`config.mk`:
```
export PLATFORM = sky130hd
export DESIGN_NAME = score_button_conditioner
export DESIGN_NICKNAME = d
export VERILOG_FILES = /design/src/rtl/score_button_conditioner.sv
export SDC_FILE = /design/constraint.sdc
export NUM_CORES = 1
export LEC_CHECK = 0
export CAP_MARGIN = 20
export CORE_MARGIN = 2
export CORE_UTILIZATION = 50
export CTS_BUF_LIST = sky130_fd_sc_hd__clkbuf_8
export DETAILED_ROUTE_END_ITERATION = 6
export GPL_TIMING_DRIVEN = 0
export HOLD_SLACK_MARGIN = 0.15
export PLACE_DENSITY_LB_ADDON = 0.08
export SYNTH_ARGS = -nofsm -noshare
export SYNTH_HDL_FRONTEND = slang
export SYNTH_SLANG_ARGS = --single-unit
```
`constraint.sdc`:
```
create_clock -name clk_i -period 1.95 [get_ports clk_i]
set_input_delay 0.195 -clock clk_i [delete_from_list [all_inputs] [get_ports clk_i]]
set_output_delay 0.195 -clock clk_i [all_outputs]
set_load 0.01 [all_outputs]
```
`src/rtl/score_button_conditioner.sv`:
```
// score_button_conditioner
// Conditions two raw, bouncing player buttons for the scoreboard controller.
// Each channel is synchronised and debounced. A small FSM turns the debounced
// levels into single-cycle score pulses, which are issued on release. Holding
// both buttons for a long time produces a game-clear pulse instead.

module score_button_conditioner #(
  parameter int DEBOUNCE_CYCLES = 250000,
  parameter int LONG_CYCLES     = 50000000
) (
  input  logic       clk_i,
  input  logic       rst_i,
  input  logic       p1_button_i,
  input  logic       p2_button_i,
  output logic       p1_press_o,
  output logic       p2_press_o,
  output logic       clear_o,
  output logic       p1_level_o,
  output logic       p2_level_o,
  output logic [2:0] state_o
);

  // Counter widths and terminal counts
  localparam int DW = (DEBOUNCE_CYCLES > 2) ? $clog2(DEBOUNCE_CYCLES) : 1;
  localparam int HW = (LONG_CYCLES > 2) ? $clog2(LONG_CYCLES) : 1;
  localparam logic [DW-1:0] DEB_LAST  = DW'(DEBOUNCE_CYCLES - 1);
  localparam logic [HW-1:0] HOLD_LAST = HW'(LONG_CYCLES - 1);
  localparam logic [DW-1:0] DEB_ONE   = DW'(1);
  localparam logic [HW-1:0] HOLD_ONE  = HW'(1);

  // FSM encodings (visible on state_o)
  localparam logic [2:0] IDLE      = 3'd0;
  localparam logic [2:0] P1_HELD   = 3'd1;
  localparam logic [2:0] P2_HELD   = 3'd2;
  localparam logic [2:0] BOTH_HELD = 3'd3;
  localparam logic [2:0] LOCKOUT   = 3'd4;

  // ------------------------------------------------------------------
  // Synchroniser and debounce state, indexed [0]=player 1, [1]=player 2
  // ------------------------------------------------------------------
  logic [1:0]    raw;
  logic [1:0]    sync1;
  logic [1:0]    sync2;
  logic [1:0]    deb;
  logic [DW-1:0] p1_cnt;
  logic [DW-1:0] p2_cnt;
  logic [DW-1:0] p1_cnt_nxt;
  logic [DW-1:0] p2_cnt_nxt;
  logic [1:0]    deb_nxt;

  assign raw = {p2_button_i, p1_button_i};

  // Two-flop synchroniser for both raw buttons
  always_ff @(posedge clk_i or posedge rst_i) begin
    if (rst_i) begin
      sync1 <= 2'b00;
      sync2 <= 2'b00;
    end else begin
      sync1 <= raw;
      sync2 <= sync1;
    end
  end

  // Player-1 debounce: flip only after an unbroken run of mismatching cycles
  always_comb begin
    p1_cnt_nxt = p1_cnt;
    deb_nxt[0] = deb[0];
    if (sync2[0] == deb[0]) begin
      p1_cnt_nxt = {DW{1'b0}};
    end else if (p1_cnt == DEB_LAST) begin
      p1_cnt_nxt = {DW{1'b0}};
      deb_nxt[0] = sync2[0];
    end else begin
      p1_cnt_nxt = p1_cnt + DEB_ONE;
    end
  end

  // Player-2 debounce: same rule as player 1
  always_comb begin
    p2_cnt_nxt = p2_cnt;
    deb_nxt[1] = deb[1];
    if (sync2[1] == deb[1]) begin
      p2_cnt_nxt = {DW{1'b0}};
    end else if (p2_cnt == DEB_LAST) begin
      p2_cnt_nxt = {DW{1'b0}};
      deb_nxt[1] = sync2[1];
    end else begin
      p2_cnt_nxt = p2_cnt + DEB_ONE;
    end
  end

  // Debounce registers for both channels
  always_ff @(posedge clk_i or posedge rst_i) begin
    if (rst_i) begin
      deb    <= 2'b00;
      p1_cnt <= {DW{1'b0}};
      p2_cnt <= {DW{1'b0}};
    end else begin
      deb    <= deb_nxt;
      p1_cnt <= p1_cnt_nxt;
      p2_cnt <= p2_cnt_nxt;
    end
  end

  // ------------------------------------------------------------------
  // Press / combo FSM on the debounced levels
  // ------------------------------------------------------------------
  logic          d1;
  logic          d2;
  logic [2:0]    state;
  logic [2:0]    state_nxt;
  logic [HW-1:0] hcnt;
  logic [HW-1:0] hcnt_nxt;
  logic          p1_fire;
  logic          p2_fire;
  logic          clear_fire;

  assign d1 = deb[0];
  assign d2 = deb[1];

  // Next-state logic; a score is only issued when a lone button is released,
  // and any two-button episode ends in LOCKOUT so its releases never score
  always_comb begin
    state_nxt  = state;
    hcnt_nxt   = {HW{1'b0}};
    p1_fire    = 1'b0;
    p2_fire    = 1'b0;
    clear_fire = 1'b0;
    case (state)
      IDLE: begin
        if (d1 && !d2) begin
          state_nxt = P1_HELD;
        end else if (!d1 && d2) begin
          state_nxt = P2_HELD;
        end else if (d1 && d2) begin
          state_nxt = BOTH_HELD;
        end else begin
          state_nxt = IDLE;
        end
      end
      P1_HELD: begin
        // The second button arriving cancels the pending press, even when
        // it coincides with the first button's release
        if (d2) begin
          state_nxt = BOTH_HELD;
        end else if (!d1) begin
          state_nxt = IDLE;
          p1_fire   = 1'b1;
        end else begin
          state_nxt = P1_HELD;
        end
      end
      P2_HELD: begin
        if (d1) begin
          state_nxt = BOTH_HELD;
        end else if (!d2) begin
          state_nxt = IDLE;
          p2_fire   = 1'b1;
        end else begin
          state_nxt = P2_HELD;
        end
      end
      BOTH_HELD: begin
        if (!(d1 && d2)) begin
          state_nxt = LOCKOUT;
        end else if (hcnt == HOLD_LAST) begin
          state_nxt  = LOCKOUT;
          clear_fire = 1'b1;
        end else begin
          state_nxt = BOTH_HELD;
          hcnt_nxt  = hcnt + HOLD_ONE;
        end
      end
      LOCKOUT: begin
        if (!d1 && !d2) begin
          state_nxt = IDLE;
        end else begin
          state_nxt = LOCKOUT;
        end
      end
      default: begin
        state_nxt = IDLE;
      end
    endcase
  end

  // FSM state and long-hold counter
  always_ff @(posedge clk_i or posedge rst_i) begin
    if (rst_i) begin
      state <= IDLE;
      hcnt  <= {HW{1'b0}};
    end else begin
      state <= state_nxt;
      hcnt  <= hcnt_nxt;
    end
  end

  // ------------------------------------------------------------------
  // Registered outputs
  // ------------------------------------------------------------------
  logic p1_press;
  logic p2_press;
  logic clear_arm;
  logic clear_pulse;

  // Press pulses coincide with the FSM returning to IDLE; the clear pulse is
  // issued the cycle after the FSM commits to LOCKOUT
  always_ff @(posedge clk_i or posedge rst_i) begin
    if (rst_i) begin
      p1_press    <= 1'b0;
      p2_press    <= 1'b0;
      clear_arm   <= 1'b0;
      clear_pulse <= 1'b0;
    end else begin
      p1_press    <= p1_fire;
      p2_press    <= p2_fire;
      clear_arm   <= clear_fire;
      clear_pulse <= clear_arm;
    end
  end

  assign p1_press_o = p1_press;
  assign p2_press_o = p2_press;
  assign clear_o    = clear_pulse;
  assign p1_level_o = deb[0];
  assign p2_level_o = deb[1];
  assign state_o    = state;

endmodule

```
Word level (Yosys, flattened, before mapping)
Index checks and enable logic that the tools add are counted.
{"block": "word_totals", "ff_bits": 75, "input_bits": 4, "output_inout_bits": 8, "word_cells": 62}
{"block": "op_classes", "addsub": 3, "eq_ne": 9, "mux": 27, "bitwise_logic": 2, "n_reduce_logical": 9}
{"cell": "26-bit two-way mux", "count": 3}
{"cell": "18-bit two-way mux", "count": 4}
{"cell": "18-bit by 1-bit adder with 18-bit output (second input constant)", "count": 2}
{"cell": "18-bit == test (second input constant)", "count": 2}
{"cell": "26-bit by 1-bit adder with 26-bit output (second input constant)", "count": 1}
{"cell": "26-bit == test (second input constant)", "count": 1}
{"cell": "3-bit case mux with 5 select lines", "count": 1}
{"cell": "2-bit two-way mux", "count": 6}
{"cell": "1-bit two-way mux", "count": 10}
{"cell": "3-bit two-way mux", "count": 3}
{"cell": "3-bit by 2-bit == test with 1-bit output (second input constant)", "count": 2}
{"cell": "1-bit logical AND", "count": 4}
{"cell": "2-bit AND reduction", "count": 2}
{"cell": "3-bit by 1-bit == test with 1-bit output (second input constant)", "count": 1}
{"cell": "3-bit == test (second input constant)", "count": 1}
{"cell": "3-bit zero test", "count": 1}
{"cell": "1-bit == test", "count": 2}
{"cell": "1-bit zero test", "count": 2}
{"cell": "1-bit inverter", "count": 2}

Longest topological paths before layout
{"block": "logic_depth", "word_depth": 5, "depth_mapped": 6, "depth_no_buf": 5}

Worst setup path before layout
Ideal clock, no wire load.
{"block": "synth_timing", "kind": "register to register", "start": "register hcnt[0]", "end": "register hcnt[22]", "setup_time_ns": 0.130, "arrival_time_ns": 1.740, "required_time_ns": 1.820, "path_slack_ns": 0.080, "path_stages_with_launch": 7, "n_path_buf": 1, "synth_period_minus_slack_ns": 1.870, "cell_sequence": "dfrtp_1 > ha_1 > nand3_1 > or4_2 > o21bai_4 > buf_4 > a21oi_1"}
{"block": "synth_between", "elab_chain_len": 4, "word_cells_on_any_way": 5, "cone_classes": "add/sub (1); eq/ne (1); mux (3)"}
{"element": "from (decl)", "line": "112", "rtl": "logic [HW-1:0] hcnt;"}
{"element": "from (signal assigned)", "line": "191", "rtl": "hcnt <= {HW{1'b0}};"}
{"element": "from (signal assigned)", "line": "194", "rtl": "hcnt <= hcnt_nxt;"}
{"element": "26-bit by 1-bit adder with 26-bit output / 26-bit == test (equally long branches)", "line": "171, 166"}
{"element": "26-bit two-way mux *", "line": "166", "rtl": "end else if (hcnt == HOLD_LAST) begin"}
{"element": "26-bit two-way mux *", "line": "164", "rtl": "if (!(d1 && d2)) begin"}
{"element": "26-bit two-way mux *", "line": "129", "rtl": "case (state)"}
{"element": "net hcnt_nxt[22]", "line": "113", "rtl": "logic [HW-1:0] hcnt_nxt;"}
Mark *: on every way through the listed nets, which the timed path passes. The rest lies on a longest branch.
A chain may end at the register's enable or synchronous reset.

Final worst setup path
{"block": "layout_timing", "start": "register hcnt[0]", "end": "register hcnt[17]"}
The elaborated chain is that of the path after synthesis.

==> qor.txt <==
Fin crit share = 96.3%
Status = finished clean
Drt via density = 5.55
Final Hold Viols = 0
Worst Tran Pin Value = 0.459 ns
Detailed Route WL = 7060 µm
DR iter-0 viols = 137
Post-layout util = 59.8%
Leakage = 1.74 nW
Type of the tightest min-delay check = input port to asynchronous set/reset pin
Wirelength per Cell = 14.3 µm
Total gr overflow = 0
Clock root buffer = clkbuf_8
Required time worst endpoint = 2.22 ns
Setup violators final = 0
Gpl congestion = 0.829
TNS Setup = 0 ns
TritonCTS clock tree = yes
CP startpoint kind = register
Clock buffer depth = 2
Via Count = 2,749
Crit-path max cell delay = 0.51 ns
Port Buffers = 11
Pins Over Slew Limit = 0
HPWL Detailed = 4880 µm
H-Tree Depth = 3
Post-Layout Inst Area = 0.00427 mm²
Place WS = -0.260 ns
Max-Cap Viols = 0
Synth Register Bits = 75
Syn nets = 368
Worst path cell trace = buf_4, nand4_4, or4_4, buf_6, or3_1, a21oi_1
Commonest cells post-synth = dfrtp_1, nor2_1, nand3_1, nand2_1, xor2_1
DR pass1 iterations = 4
Worst vdd ir = 0.000337 V
Register area share after synthesis = 51.7%
Area added between synthesis and finish = 17.4%
Netlist cell types = 42
Setup ws final = 0.0717 ns
First-pass GRT wire length = 12,000 µm
Chip width = 89.2 µm
Crit Path Class = register to register
Pwr dens = 746 mW/mm²
Area share of the largest cell type after synthesis = 51.7%
CTS sink count = 75
Vias in the first global route = 2,489
Max Clk Rate = 0.532 GHz
Crit. End Element = register
Clock Skew = 0.00899 ns
Most common cell in the netlist = dfrtp_1
Rel. slew slack = 69.4%
Io pins = 12
Initial Util = 50.9%
CTS buffer count = 9
DIE AREA = 0.00796 mm²
Post-synth top area cell = dfrtp_1
Nets = 398
Core area = 0.00714 mm²
Share of layout cells above drive strength 1 = 12.4%
Pwr Total = 3.18 mW
Placed Area = 0.00391 mm²
CP max stage cell = or4_4
Mapped Area = 0.00363 mm²
Ys flop type = dfrtp_1
DIE HEIGHT = 89.2 µm
Fin cells = 495
Worst EP arrival = 2.15 ns
GRT Total Usage = 19.7%
Top post-synthesis cells by area = dfrtp_1, xor2_1, nor2_1, xnor2_1, nand3_1
Post-DRT Antenna Nets = 0
Clock slew at reported path FFs = 0.08 ns
Minimum clock period = 1.88 ns
EDFF count, synth = 0
WHS = 0.220 ns
DR DRC count = 0
Initial antenna violation count = 0
Hold buffer count at cts = 0
Inst Count DP = 473
Cells after Synth = 361
Antenna Cells = 0
CP max FO = 10
Synth async-reset ratio = 100%
Largest net degree at the start of global routing = 33
Synth warnings = 0
Later-pin clock latency in the skew report = 0.35 ns
Row count = 31
Post-Syn Area per Cell = 10.1 µm²
-- worst paths after layout --
path	startpoint	end	slack, ns	cells past startpoint
worst max-delay path	hcnt[0]	hcnt[17]	0.07	6
worst min-delay path	rst_i	p1_cnt[6]	0.22	2
worst max register to register	hcnt[0]	hcnt[17]	0.07	6
max in group asynchronous	rst_i	hcnt[1]	1.23	3
worst min register to register	sync1[0]	sync2[0]	0.35	0
min in group clk_i	p2_button_i	sync1[1]	0.29	1
-- power by group --
group / switching (mW) / total (mW) / leakage [nW] / internal, mW
Combinational: 0.0554 / 0.0874 / 0.572 / 0.0320
Sequential: 0.0130 / 1.58 / 1.03 / 1.57
Clock: 0.559 / 1.51 / 0.133 / 0.953
Total: 0.627 / 3.18 / 1.74 / 2.55
-- worst max-delay path: cells and delay by family (launching register included) --
| family | cells | cell delay (ns) |
|---|---|---|
| AOI/OAI and AO/OA | 1 | 0.15 |
| buffers and inverters | 2 | 0.30 |
| DFF | 1 | 0.39 |
| and+or+nand+nor | 3 | 0.97 |
-- sequential cells by signal, indices dropped and copies added (netlist names), 2 cells and up --
register  flops
sync2         2
p2_cnt       18
p1_cnt       18
sync1         2
hcnt         26
deb           2
state_o       3
-- cells by family after synthesis --
family,count (synthesis),share of synthesized area [%]
adder cells (fa/ha/maj),3,1.03
AND/OR/NAND/NOR,176,26.3
buffers and inverters,19,2.55
XOR/XNOR,37,8.92
AO/OA/AOI/OAI,49,8.88
multiplexers,2,0.620
flip-flops,75,51.7
-- cell usage in the layout (no fill, tap or decap), types with 6 or more instances in the layout --
cell             count
clkdlybuf4s50_1     11
or4_1                7
xor2_1              22
inv_1                7
buf_4                7
or3_1               14
and4_1               7
nor4_1               6
o31ai_1              7
and3_1               9
nand2_1             24
nand4_1             12
nand3_1             26
a21oi_1             19
xnor2_1             15
nor2_1              48
clkbuf_8            12
dfrtp_1             74
o21ai_0             12
-- routing by layer --
| layer | wire length [µm] | GRT usage, % | vias to the layer above |
|---|---|---|---|
| met5 | 0 | 0 | - |
| met4 | 101 | 6.51 | 0 |
| met3 | 182 | 5.26 | 9 |
| met2 | 3280 | 29.6 | 39 |
| met1 | 3500 | 27.9 | 1338 |
| li1 | - | - | 1363 |
-- what timing repair did --
item                                    4_1_cts  5_1_grt
cloned                                        0        0
hold endpoints to repair                      0        0
endpoints found under the setup margin       43       32
resized for setup                             5        8
pin swaps                                     2        3
setup buffers                                 3        3
-- cell type report --
cell class	instances	area, µm²
flip-flops and latches	75	1880
inverters	8	33.8
fillers	641	2870
clock inverters	4	95.1
repair buffers	19	195
clock buffers	12	165
plain buffers	11	73.8
well taps	99	124
multi-input cells	267	1700
Note: power is estimated with default switching activity, not from simulation.
==> RTL edit 1, RTL diff (config.mk and constraints unchanged) <==
Set the parameter `DEBOUNCE_CYCLES` to 125000 (it was 250000).
--- a/src/rtl/score_button_conditioner.sv
+++ b/src/rtl/score_button_conditioner.sv
@@ -6,5 +6,5 @@
 
 module score_button_conditioner #(
-  parameter int DEBOUNCE_CYCLES = 250000,
+  parameter int DEBOUNCE_CYCLES = 125000,
   parameter int LONG_CYCLES     = 50000000
 ) (
Formal check against the unedited RTL: same outputs for any inputs over 10 cycles, from zero or initial values and one cycle with rst_i high; that may be too few to reach the edited logic, so the function may still have changed.
==> RTL edit 1 against the unedited design <==
The run now ends with setup timing left. Synthesized area fell by 3.7%. Die area fell by 3.5%. Design area fell by 2.5%. Fmax fell by 4.8%. Setup slack got worse by 95 ps. Highest routed layer unchanged. Total power fell by 14%. Routed wire length fell by 3.3%. Core utilization rose by 1.5 points. Sequential cell count fell by 2. Critical path type unchanged.
==> RTL edit 1: results (changes against the unedited design) <==
wire length per cell 13.8 um (was 14.3 um); highest cell delay on the worst timing path 540 ps (was 510 ps); DRT iter0 DRCs 95 (was 137); arrival time at the worst endpoint 2230 ps (was 2150 ps); leak pwr 1.63 nW (was 1.74 nW); global-route track usage on met3 5.37% (was 5.26%); least setup slack across all paths after layout -23.5 ps (was 71.7 ps); met1 routing resource usage after global routing 25.2% (was 27.9%); Final Setup Violations 1 (was 0); maximum ir drop on the vdd rail 0.325 mV (was 0.337 mV); adder-cell area share of the yosys netlist 1.07% (was 1.03%); routability congestion estimate from global placement 0.783 (was 0.829); timing endpoint of the critical path hcnt[25]$_DFF_PP0_ (was hcnt[17]$_DFF_PP0_); Initial DRT Pass Iterations 6 (was 4); worst-case headroom to the max-slew limit 53.8% (was 69.4%); cell types with the largest area share after synthesis sky130_fd_sc_hd__dfrtp_1 (52%), sky130_fd_sc_hd__xnor2_1 (8.3%), sky130_fd_sc_hd__nor2_1 (6.3%), sky130_fd_sc_hd__xor2_1 (3.3%), sky130_fd_sc_hd__nand3_1 (3.0%) (was sky130_fd_sc_hd__dfrtp_1 (52%), sky130_fd_sc_hd__xor2_1 (5.3%), sky130_fd_sc_hd__nor2_1 (5.0%), sky130_fd_sc_hd__xnor2_1 (3.6%), sky130_fd_sc_hd__nand3_1 (3.6%)); pin count of the biggest net entering global routing 43 (was 33); outcome finished, violations left (was finished, final reports clean); worst reg-to-reg path cell count 5 (was 6); wire length of the first global-routing pass 11400 um (was 12000 um); failing checks setup timing; total nets after synthesis 360 (was 368); origin of the worst setup path hcnt[6]$_DFF_PP0_ (was hcnt[0]$_DFF_PP0_); xor-xnor portion of the synthesized cell area 11.5% (was 8.92%); number of nets in the layout 401 (was 398); type of the most critical hold path input pin to register (was input pin to asynchronous set/reset pin); Regs by FF count hcnt x26, p1_cnt x17, p2_cnt x17 (was hcnt x26, p1_cnt x18, p2_cnt x18); leading post-synthesis cells by instance count sky130_fd_sc_hd__dfrtp_1 (73), sky130_fd_sc_hd__nor2_1 (59), sky130_fd_sc_hd__xnor2_1 (33), sky130_fd_sc_hd__nand3_1 (21), sky130_fd_sc_hd__nand2_1 (19) (was sky130_fd_sc_hd__dfrtp_1 (75), sky130_fd_sc_hd__nor2_1 (48), sky130_fd_sc_hd__nand3_1 (26), sky130_fd_sc_hd__nand2_1 (24), sky130_fd_sc_hd__xor2_1 (22)); register area share after synthesis 52.2% (was 51.7%)
-- RTL edit 1: cell count changes after synthesis, moves of 7 or more --
cell / delta
sky130_fd_sc_hd__xnor2_1: +18
sky130_fd_sc_hd__nor2_1: +11
sky130_fd_sc_hd__nor4_1: +10
sky130_fd_sc_hd__or3_1: -9
sky130_fd_sc_hd__xor2_1: -9
sky130_fd_sc_hd__a21oi_1: -7
sky130_fd_sc_hd__nor3_1: +7
-- RTL edit 1: layout make-up --
class | count | area, um2
Fill cell | 566 | 2630
Inverter | 13 | 52.6
Tap cell | 96 | 120
Buffer | 9 | 56.3
Multi-Input combinational cell | 255 | 1630
Sequential cell | 73 | 1830
Clock inverter | 3 | 16.3
Timing Repair Buffer | 33 | 288
Clock buffer | 12 | 165
-- RTL edit 1: power by group through the flow --
stage               registers, mW  logic [mW]  clock network, mW
finish                       1.54      0.0857               1.09
global route                 1.54       0.101               1.21
CTS                          1.54      0.0884               1.13
detailed placement           1.57      0.0865                  0
global placement             1.57      0.0805                  0
floorplan                    1.57      0.0565                  0
-- RTL edit 1: per-stage QoR --
step	util (%)	setup WS (ps)	hold slack (ps)	cells
after floorplan	-	10.6	226	353
after global placement	55.0	-310	334	460
after detailed placement	55.3	-308	336	461
after CTS	60.6	0.0369	272	492
after global routing	61.3	-62.1	264	494
final	61.3	-23.5	291	494
-- RTL edit 1: timing repair --
action,in CTS,in global routing
setup endpoints to repair,47,47
buffers inserted,16,5
pin swaps,6,4
gates resized for setup,15,10
-- RTL edit 1: layer usage --
layer  vias up  share of wire (%)
met5         -                  0
met4         0                1.8
met3        16                2.2
met2        29                 48
met1      1270                 48
li1       1329                  -
==> RTL edit 2, RTL diff (same flow settings) <==
Without the edit above. Register the outputs `p1_level_o` and `p2_level_o`; this adds one clock of latency there. The other outputs are not delayed to match.
--- a/src/rtl/score_button_conditioner.sv
+++ b/src/rtl/score_button_conditioner.sv
@@ -223,6 +223,8 @@
   assign p2_press_o = p2_press;
   assign clear_o    = clear_pulse;
-  assign p1_level_o = deb[0];
-  assign p2_level_o = deb[1];
+  always_ff @(posedge clk_i) begin
+    p1_level_o <= deb[0];
+    p2_level_o <= deb[1];
+  end
   assign state_o    = state;
 
Check against the original RTL: same outputs for any inputs over 10 cycles, from zero or initial values and one cycle with rst_i high; that may be too few to reach the edited logic, so the function may still have changed.
==> RTL edit 2 against the unedited design <==
Core utilization down 0.20 points. Synthesized area up 1.1%. Clock skew about the same. Critical endpoint is now hcnt[22]$_DFF_PP0_. Hold slack worse by 17 ps. Critical path type unchanged. Sequential share of layout area up 0.88 points. Cell count up 2.0%. Synthesized cell count up 0.55%. Total power down 14%. Routed wire length up 0.20%. Global-route usage down 0.91 points. Sequential power up 3%. Setup slack worse by 1.6 ps. Design area up 0.21%. Sequential cell count up 2.
==> RTL edit 2: results (changes against the unedited design) <==
outcome finished, final reports clean (unchanged); clock insertion delay at the later pin of the skew report 340 ps; maximum ir drop on the vdd rail 0.411 mV (was 0.337 mV); share of post-route cells with drive strength above 1 14.3% (was 12.4%); clock transition time at the flip-flop clock pins of the worst setup and hold paths 80 ps (about the same); number of nets in the layout 408 (was 398); Antenna Diode Count 0 (unchanged); Synth async-reset ratio 97.4% (was 100%); pin count of the biggest net entering global routing 37 (was 33); antenna violations before repair 0 (unchanged); number of global-route vias before repair 2684 (was 2489); highest cell delay on the worst timing path 540 ps (was 510 ps); Regs by FF count hcnt x26, p1_cnt x18, p2_cnt x18 (unchanged); number of filler cells placed in the layout 634 (was 641); register area share after synthesis 52.2% (was 51.7%); DRT iter0 DRCs 103 (was 137); Netlist cell types 43 (was 42); kind of cell adding the most delay to the critical path simple AND/OR/NAND/NOR gates (unchanged); clock buffer depth 2 (unchanged); detailed-route via count 2795 (was 2749); wire length per cell 14.0 um (was 14.3 um); post-route clock skew 9.25 ps (was 8.99 ps); routability congestion estimate from global placement 0.785 (was 0.829); worst-case headroom to the max-slew limit 71.2% (was 69.4%); leak pwr 1.73 nW (was 1.74 nW); worst reg-to-reg path cell count 6 (unchanged); aggregate global-route resource usage 18.8% (was 19.7%); number of clock buffers inserted by TritonCTS 9 (unchanged); post-detailed-placement half-perimeter wirelength 4850 um (was 4880 um); cell types with the largest area share after synthesis sky130_fd_sc_hd__dfrtp_1 (51%), sky130_fd_sc_hd__xor2_1 (5.2%), sky130_fd_sc_hd__nor2_1 (4.9%), sky130_fd_sc_hd__xnor2_1 (3.6%), sky130_fd_sc_hd__nand3_1 (3.5%) (was sky130_fd_sc_hd__dfrtp_1 (52%), sky130_fd_sc_hd__xor2_1 (5.3%), sky130_fd_sc_hd__nor2_1 (5.0%), sky130_fd_sc_hd__xnor2_1 (3.6%), sky130_fd_sc_hd__nand3_1 (3.6%)); root buffer cell sky130_fd_sc_hd__clkbuf_8 (unchanged); leading post-synthesis cells by instance count sky130_fd_sc_hd__dfrtp_1 (75), sky130_fd_sc_hd__nor2_1 (48), sky130_fd_sc_hd__nand3_1 (26), sky130_fd_sc_hd__nand2_1 (24), sky130_fd_sc_hd__xor2_1 (22) (unchanged); arrival time at the worst endpoint 2100 ps (was 2150 ps); YS warnings 0 (unchanged); critical-path maximum fanout 10 (unchanged); total nets after synthesis 370 (was 368); wire length of the first global-routing pass 12500 um (was 12000 um); htree depth 3 (unchanged); Initial DRT Pass Iterations 5 (was 4)
RTL edit 2: cell count changes in the layout (fill, tap and decap cells not counted), sizes merged:
cell / before / now
clkinv: 1 / 4
dfxtp: 0 / 2
clkinvlp: 1 / 4
bufinv: 3 / 0
clkbuf: 14 / 13
buf: 17 / 23
RTL edit 2: logic make-up after synthesis:
group / share of synthesized area, %
AOI/OAI and AO/OA: 8.79
xor gates and xnor gates: 8.82
adders and majority gates: 1.02
buffers and inverters: 2.52
DFF: 52.2
muxes: 0.613
and+or+nand+nor: 26.1
RTL edit 2: repair_timing:
| item | in CTS | in global routing |
|---|---|---|
| hold endpoints to repair | 0 | 0 |
| gates resized for setup | 5 | 12 |
| buffers inserted | 3 | 10 |
| setup endpoints to repair | 49 | 29 |
| pin swaps | 2 | 3 |
| gates cloned | 0 | 1 |
RTL edit 2: final cells by class:
type | count | area share (%)
repair buffers | 27 | 5.91
multi-input cells | 267 | 39.7
clock inverters | 7 | 0.995
flip-flops and latches | 77 | 44.9
clock buffers | 9 | 2.90
plain buffers | 11 | 1.93
inverters | 8 | 0.790
well taps | 99 | 2.90
RTL edit 2: per-layer routing:
metal / vias up / part of all wire [%] / global-route usage (%)
li1: 1387 / - / -
met1: 1352 / 48 / 25.2
met2: 45 / 47 / 29.5
met3: 11 / 3.7 / 5.62
met4: 0 / 1.4 / 6.15
met5: - / 0 / 0
RTL edit 2: per-stage QoR:
stage          cells  area (um2)  utilization (%)  setup WS [ps]
4_1_cts          494        4170             58.1           27.2
3_3_place_gp     473        3910             54.5           -326
2_1_floorplan    363        3680                -           80.2
3_5_place_dp     475        3950             55.1           -328
5_1_grt          505        4280             59.6          -23.3
6_report         505        4280             59.6           70.0
RTL edit 2: where the power goes:
group          switching, mW  total (mW)  internal, mW
combinational         0.0575      0.0929        0.0354
sequential            0.0132        1.62          1.61
clock                  0.571        1.02         0.452
RTL edit 2: worst paths after layout:
kind                                      from                    to  slack (ps)
min in group clk_i                 p1_button_i    sync1[0]$_DFF_PP0_         290
max                          hcnt[0]$_DFF_PP0_    hcnt[22]$_DFF_PP0_          70
max reg2reg                  hcnt[0]$_DFF_PP0_    hcnt[22]$_DFF_PP0_          70
min reg2reg                clear_arm$_DFF_PP0_     clear_o$_DFF_PP0_         360
min                                      rst_i  p2_cnt[15]$_DFF_PP0_         200
max in group asynchronous                rst_i     hcnt[4]$_DFF_PP0_        1010
